`config.mk`:
```
export PLATFORM = sky130hd
export DESIGN_NAME = mips_run_ctrl
export DESIGN_NICKNAME = d
export VERILOG_FILES = /design/src/rtl/mips_run_pkg.sv /design/src/rtl/mips_down_counter.sv /design/src/rtl/mips_run_ctrl.sv
export SDC_FILE = /design/constraint.sdc
export NUM_CORES = 1
export LEC_CHECK = 0
export BUFFER_PORTS_ARGS = -buffer_cell sky130_fd_sc_hd__buf_2
export CAP_MARGIN = 10
export CORE_MARGIN = 2
export CORE_UTILIZATION = 47
export CTS_CLUSTER_DIAMETER = 150
export DETAILED_ROUTE_END_ITERATION = 8
export PLACE_DENSITY = 0.88
export SLEW_MARGIN = 30
export SYNTH_ARGS = -nofsm -noshare
export SYNTH_HDL_FRONTEND = slang
export SYNTH_SLANG_ARGS = --single-unit
```
`constraint.sdc`:
```
create_clock -name clk -period 4.05 [get_ports clk]
set_input_delay 0.2025 -clock clk [delete_from_list [all_inputs] [get_ports clk]]
set_output_delay 0.2025 -clock clk [all_outputs]
set_load 0.02 [all_outputs]
```
`src/rtl/mips_run_pkg.sv`:
```
`default_nettype none
// ============================================================================
// Module      : mips_run_pkg
// Description : Shared types and mode codes for the MIPS run controller.
// Revision    : 1.0 - initial release
// ============================================================================
package mips_run_pkg;

    // Controller states
    typedef enum logic [2:0] {
        ST_RST_HOLD = 3'd0,
        ST_IDLE     = 3'd1,
        ST_RUN      = 3'd2,
        ST_STEP     = 3'd3,
        ST_RUN_N    = 3'd4,
        ST_BREAK    = 3'd5
    } run_state_t;

    // Run-mode encodings on the mode input
    localparam logic [1:0] MODE_HALT = 2'b00;
    localparam logic [1:0] MODE_RUN  = 2'b01;
    localparam logic [1:0] MODE_STEP = 2'b10;
    localparam logic [1:0] MODE_RUNN = 2'b11;

endpackage
`default_nettype wire

```
`src/rtl/mips_down_counter.sv`:
```
`default_nettype none
// ============================================================================
// Module      : mips_down_counter
// Description : Loadable down counter with zero flag; saturates at zero.
// Revision    : 1.0 - initial release
// ============================================================================
module mips_down_counter #(
    parameter int WIDTH = 8
) (
    input  logic             clk,
    input  logic             rst_n,
    input  logic             load,
    input  logic [WIDTH-1:0] load_val,
    input  logic             dec,
    output logic             zero
);

    logic [WIDTH-1:0] cnt_q;
    logic [WIDTH-1:0] cnt_d;

    // Load wins over decrement; decrement stops at zero
    always_comb begin
        cnt_d = cnt_q;
        if (load) begin
            cnt_d = load_val;
        end else if (dec && (cnt_q != '0)) begin
            cnt_d = cnt_q - WIDTH'(1);
        end
    end

    // Count register, cleared by reset
    always_ff @(posedge clk) begin
        if (!rst_n) begin
            cnt_q <= '0;
        end else begin
            cnt_q <= cnt_d;
        end
    end

    assign zero = (cnt_q == '0);

endmodule
`default_nettype wire

```
`src/rtl/mips_run_ctrl.sv`:
```
`default_nettype none
// ============================================================================
// Module      : mips_run_ctrl
// Description : CPU run controller: reset hold, run / step / run-N,
//               breakpoint stop and executed-cycle counter.
// Revision    : 1.0 - initial release
// ============================================================================
module mips_run_ctrl
    import mips_run_pkg::*;
#(
    parameter int RST_CYCLES = 8,
    parameter int CNT_W      = 32,
    parameter int PC_W       = 32,
    parameter int STEP_W     = 16
) (
    input  logic              clk,
    input  logic              rst_n,
    input  logic [1:0]        mode,
    input  logic              go,
    input  logic [STEP_W-1:0] n_cycles,
    input  logic              bp_en,
    input  logic [PC_W-1:0]   bp_addr,
    input  logic [PC_W-1:0]   pc,
    output logic              cpu_rst_n,
    output logic              cpu_ce,
    output logic              busy,
    output logic              bp_hit,
    output logic [CNT_W-1:0]  cycle_cnt
);

    // The hold counter is loaded on the first hold cycle, so it needs two
    // fewer counts than the hold length to exit after exactly RST_CYCLES.
    localparam int HOLD_W     = $clog2(RST_CYCLES + 1);
    localparam int HOLD_LOAD  = (RST_CYCLES >= 2) ? (RST_CYCLES - 2) : 0;
    localparam bit HOLD_SHORT = (RST_CYCLES <= 1);

    run_state_t       state_q, state_d;
    logic             skip_bp_q, skip_bp_d;
    logic             hold_loaded_q, hold_loaded_d;
    logic             cpu_rst_n_q, busy_q, bp_hit_q;
    logic [CNT_W-1:0] cycle_cnt_q, cycle_cnt_d;

    logic w_active, w_halt, w_bp_match, w_ce, w_start_ok, w_go_accept;
    logic w_hold_load, w_hold_dec, w_hold_zero, w_hold_done;
    logic w_runn_load, w_runn_dec, w_runn_zero;

    // Enable/breakpoint decode; a breakpoint is skipped once after resume
    always_comb begin
        w_active    = (state_q == ST_RUN) || (state_q == ST_STEP) ||
                      (state_q == ST_RUN_N);
        w_halt      = (mode == MODE_HALT);
        w_bp_match  = bp_en && (pc == bp_addr) && !skip_bp_q;
        w_ce        = w_active && !w_halt && !w_bp_match;
        w_start_ok  = (mode == MODE_RUN) || (mode == MODE_STEP) ||
                      ((mode == MODE_RUNN) && (n_cycles != '0));
        w_go_accept = go && w_start_ok &&
                      ((state_q == ST_IDLE) || (state_q == ST_BREAK));
        w_hold_load = (state_q == ST_RST_HOLD) && !hold_loaded_q;
        w_hold_dec  = (state_q == ST_RST_HOLD) && hold_loaded_q;
        w_hold_done = hold_loaded_q ? w_hold_zero : HOLD_SHORT;
        w_runn_load = w_go_accept && (mode == MODE_RUNN);
        w_runn_dec  = w_ce && (state_q == ST_RUN_N);
    end

    assign cpu_ce = w_ce;

    mips_down_counter #(
        .WIDTH (HOLD_W)
    ) u_hold_cnt (
        .clk      (clk),
        .rst_n    (rst_n),
        .load     (w_hold_load),
        .load_val (HOLD_W'(HOLD_LOAD)),
        .dec      (w_hold_dec),
        .zero     (w_hold_zero)
    );

    // RUN_N remaining count holds n_cycles-1 so zero marks the last cycle
    mips_down_counter #(
        .WIDTH (STEP_W)
    ) u_runn_cnt (
        .clk      (clk),
        .rst_n    (rst_n),
        .load     (w_runn_load),
        .load_val (n_cycles - STEP_W'(1)),
        .dec      (w_runn_dec),
        .zero     (w_runn_zero)
    );

    // Next-state logic; breakpoint outranks halt and RUN_N completion
    always_comb begin
        state_d       = state_q;
        skip_bp_d     = skip_bp_q;
        hold_loaded_d = (state_q == ST_RST_HOLD);
        if (w_go_accept) begin
            skip_bp_d = 1'b1;
        end else if (w_ce) begin
            skip_bp_d = 1'b0;
        end
        case (state_q)
            ST_RST_HOLD: if (w_hold_done) state_d = ST_IDLE;
            ST_IDLE, ST_BREAK: begin
                if (w_go_accept) begin
                    case (mode)
                        MODE_RUN:  state_d = ST_RUN;
                        MODE_STEP: state_d = ST_STEP;
                        MODE_RUNN: state_d = ST_RUN_N;
                        default:   state_d = state_q;
                    endcase
                end
            end
            ST_RUN: begin
                if (w_bp_match)  state_d = ST_BREAK;
                else if (w_halt) state_d = ST_IDLE;
            end
            ST_STEP: begin
                if (w_bp_match) state_d = ST_BREAK;
                else            state_d = ST_IDLE;
            end
            ST_RUN_N: begin
                if (w_bp_match)       state_d = ST_BREAK;
                else if (w_halt)      state_d = ST_IDLE;
                else if (w_runn_zero) state_d = ST_IDLE;
            end
            default: state_d = ST_RST_HOLD;
        endcase
        cycle_cnt_d = (state_q == ST_RST_HOLD) ? '0 :
                      (cycle_cnt_q + CNT_W'(w_ce));
    end

    // FSM state plus outputs registered from the next state
    always_ff @(posedge clk) begin
        if (!rst_n) begin
            state_q       <= ST_RST_HOLD;
            skip_bp_q     <= 1'b0;
            hold_loaded_q <= 1'b0;
            cpu_rst_n_q   <= 1'b0;
            busy_q        <= 1'b0;
            bp_hit_q      <= 1'b0;
        end else begin
            state_q       <= state_d;
            skip_bp_q     <= skip_bp_d;
            hold_loaded_q <= hold_loaded_d;
            cpu_rst_n_q   <= (state_d != ST_RST_HOLD);
            busy_q        <= (state_d == ST_RUN) || (state_d == ST_STEP) ||
                             (state_d == ST_RUN_N);
            bp_hit_q      <= (state_d == ST_BREAK);
        end
    end

    // Executed-cycle counter, wraps naturally at its width
    always_ff @(posedge clk) begin
        if (!rst_n) begin
            cycle_cnt_q <= '0;
        end else begin
            cycle_cnt_q <= cycle_cnt_d;
        end
    end

    assign cpu_rst_n = cpu_rst_n_q;
    assign busy      = busy_q;
    assign bp_hit    = bp_hit_q;
    assign cycle_cnt = cycle_cnt_q;

endmodule
`default_nettype wire
```
==> summary.txt <==
STA
  – Hold Vio Cnt, Final: 0
  – Minimum clock period after layout: 3.47 ns
  – Max frequency: 289 MHz
  – Worst-margin pin slew: ~0.76 ns
  – Final setup margin: roughly 0.58 ns
  – Post-route fraction of the period consumed by the critical path: 0.856
  – Total negative slack: 0 ns
  – RSZ-0062 raised after global routing: no
  – Worst max-slew margin expressed relative to the limit: 0.495
  – Final clock skew: 0.0164 ns
  – Number of max-slew violations in the final report: 0
  – Total setup violations reported at the end of the flow: 0

Synthesis
  – Biggest area consumer among synthesized cells: dfxtp_1
  – Count of state elements after synthesis: 60
  – Warning count from the yosys run: 0
  – Post-synthesis instance area: about 0.0039 sq mm
  – Distinct cell type count of the synthesized netlist: 66
  – Number of enable flip-flop cells after synthesis: 0
  – Most repeated cell in the gate-level netlist after synthesis: nor2_1
  – Most area-consuming cells after synthesis: dfxtp_1 (31%), xor2_1 (10%), nor2_1 (6.4%), xnor2_1 (3.8%), nand2_1 (3.7%)
  – Synth Instances: 495
  – Commonest cells post-synth: nor2_1 (67), dfxtp_1 (60), xor2_1 (45), nand2_1 (39), a21oi_1 (29)
  – Area share of the largest cell type after synthesis: 0.306
  – Nets in the synthesized netlist: 588
  – Average cell area after synthesis: 7.93 sq um
  – Top_reg_cell synth: dfxtp_1
  – Share of synthesized flip-flops with an asynchronous set or reset: 0
  – Register area share after synthesis: 0.306

Power and ir drop
  – Power dissipated by switching net loads: approximately 600 uW
  – Largest voltage drop on the vdd net: ~0.24 mV
  – Combinational power share: 0.292
  – Switching Share: 0.325
  – Pint: 1220 uW
  – Register share of total power: 0.368
  – Leakage: 0.00203 uW
  – Pwr dens: 372 mW/mm^2
  – Clock power share: 0.339

Placement
  – Worst slack after detailed placement: 0.434 ns
  – Hpwl dp: between 8000 and 9000 um
  – Buffers added on ports: 121
  – Final weighted congestion in routability-driven placement: 0.986

Min path
  – Type of the tightest min-delay check: input pin to flop

Global routing
  – Overall routing resource usage: 0.251
  – Largest net degree at the start of global routing: 31
  – Antenna violations before repair: 0
  – First-pass GRT wire length: 18200 um
  – Via count of the first global-routing pass: 4029
  – Remaining global-route overflow: 0

Critical path
  – Endpoint required time on the critical path: ~4.3 ns
  – Critical-path cell list: nand4b_1 -> a21oi_2 -> mux2i_1 -> ha_1 -> inv_1 -> or4_4 -> mux2i_2 -> o21ai_2 -> or4b_1 -> a31oi_1
  – Critical Path Sink Type: flop
  – Maximum net fanout on the critical path: 10
  – Worst Path Class, Setup: flop to flop
  – Family with the most delay on the worst path: simple AND/OR/NAND/NOR gates
  – CP arrival: 3.71 ns
  – Slowest CP cell: dfxtp_1
  – CP Launch Type: flop
  – CP max stage delay: 0.54 ns
  – Crit path buf inv count: 1

Clock tree
  – Worst-Skew Late Latency: 0.34 ns
  – Clock buffers created by TritonCTS: 9
  – TritonCTS Sinks: 60
  – Resized Gates After CTS: 0
  – Number of post-CTS setup repair buffers: 0
  – Maximum level of the CTS H-tree: 3
  – Clock root buffer master: clkbuf_8
  – Hold buffer count at CTS: 0
  – Clock tree from TritonCTS: yes
  – Clock transition at the register clock pins on the worst setup and hold paths after CTS: 0.07 ns
  – Worst-case clock buffer depth: 2

Die
  – Total die area: about 0.0091 sq mm
  – Vertical die dimension: 95.4 um
  – Die outline width: 95.4 um
  – Area of the core: 0.00818 sq mm
  – Initial standard-cell utilization of the core: 0.480
  – Top-Level Pins: 122
  – Cell row count: 33

Routing
  – Length of the first detailed-routing pass in iterations: 5
  – Vias per cell: 5.86
  – Drt initial violations: 218
  – Number of DRC violations after detailed routing: 0
  – Drt total wl: 11100 um
  – Antenna violation net count after detailed routing: 0
  – Number of vias after detailed routing: 4242
  – Post-detailed-route wirelength per cell: approximately 15 um

Final layout
  – Sequential standard cell area: around 0.0012 sq mm
  – Footprint of the multi-input gates: roughly 0.0026 sq mm
  – Layout Nets: 708
  – Layout-stage area growth over the synthesis result: 23.8%
  – Fraction of final layout cells sized beyond drive strength 1: 0.260
  – Number of diodes: 0
  – Count of filler cells inserted in the layout: around 730

Run status
  – Status: completed

Run
  – Maximum Capacitance Violations: 0
## per-layer routing
layer | part of all wire | vias up | wire length, um | GRT usage
met3 | 0.077 | 40 | 854 | 0.0688
li1 | - | 2049 | - | -
met5 | 0 | - | 0 | 0
met4 | 0.028 | 0 | 311 | 0.102
met1 | 0.41 | 1951 | 4600 | 0.299
met2 | 0.48 | 202 | 5350 | 0.425
## final timing paths
| path | from | end | slack [ns] | cells after the start |
|---|---|---|---|---|
| hold / removal | rst_n | u_runn_cnt.cnt_q[13]$_SDFFE_PN0P_ | 0.23 | 2 |
| hold reg to reg | u_runn_cnt.cnt_q[9]$_SDFFE_PN0P_ | u_runn_cnt.cnt_q[9]$_SDFFE_PN0P_ | 0.51 | 2 |
| setup reg to reg | state_q[0]$_SDFF_PN0_ | u_runn_cnt.cnt_q[14]$_SDFFE_PN0P_ | 0.58 | 10 |
| setup / recovery | state_q[0]$_SDFF_PN0_ | u_runn_cnt.cnt_q[14]$_SDFFE_PN0P_ | 0.58 | 10 |
## placed cells by master, fill, tap and decap left out, drive strengths merged, types with 9 or more instances in the layout
cell and n:
a21oi 29, a31oi 9, and3 11, buf 127, clkbuf 11, dfxtp 60, inv 13, nand2 39
nand3 16, nand4 10, nor2 67, nor3 19, nor4 18, o21ai 17, or3 13, or4 11
xnor2 17, xor2 45
## cells by family (layout without fill, tap and decap cells)
family          after synthesis  count (layout)  share of synthesized area
simple gates                231             231                      0.308
flops                        60              60                      0.306
buf+inv                      31             155                     0.0325
mux                          10              10                     0.0271
fa+ha+maj                     7               7                     0.0223
xor+xnor                     62              62                      0.138
compound gates               94              94                      0.165
## stage by stage
step	hold slack (ns)	utilization	cell area [sq um]	power, uW	cells
2_1_floorplan	0.428	-	3930	1030	495
3_3_place_gp	0.479	0.567	4630	1170	709
3_5_place_dp	0.502	0.567	4630	1190	709
4_1_cts	0.200	0.594	4860	1810	724
5_1_grt	0.216	0.594	4860	1900	724
6_report	0.230	0.594	4860	1810	724
## flip-flops by register name (all words and copies together), names as in the netlist
| signal | flops |
|---|---|
| busy | 1 |
| skip_bp_q | 1 |
| cpu_rst_n | 1 |
| hold_loaded_q | 1 |
| u_hold_cnt.cnt_q | 4 |
| u_runn_cnt.cnt_q | 16 |
| bp_hit | 1 |
| cycle_cnt | 32 |
| state_q | 3 |
## power by group through the flow
stage | logic (uW) | clock network (uW) | registers (uW)
6_report | 528 | 613 | 665
5_1_grt | 587 | 648 | 669
4_1_cts | 519 | 625 | 663
3_5_place_dp | 517 | 0 | 676
3_3_place_gp | 499 | 0 | 672
2_1_floorplan | 367 | 0 | 665
## cell type report
cell class / count / share of cell area
multi-input combinational: 404 / 0.536
sequential: 60 / 0.247
timing repair buffer: 127 / 0.134
clock buffer: 11 / 0.0312
tap: 105 / 0.0270
clock inverter: 4 / 0.0149
inverter: 13 / 0.0100
## worst register-to-register path: stages, from the launching register on
cell and delay, ns:
dfxtp_1 0.54, nand4b_1 0.38, a21oi_2 0.33, mux2i_1 0.23, ha_1 0.18, inv_1 0.06, or4_4 0.51, mux2i_2 0.35
o21ai_2 0.12, or4b_1 0.49, a31oi_1 0.20
(Power assumes the default switching activity.)
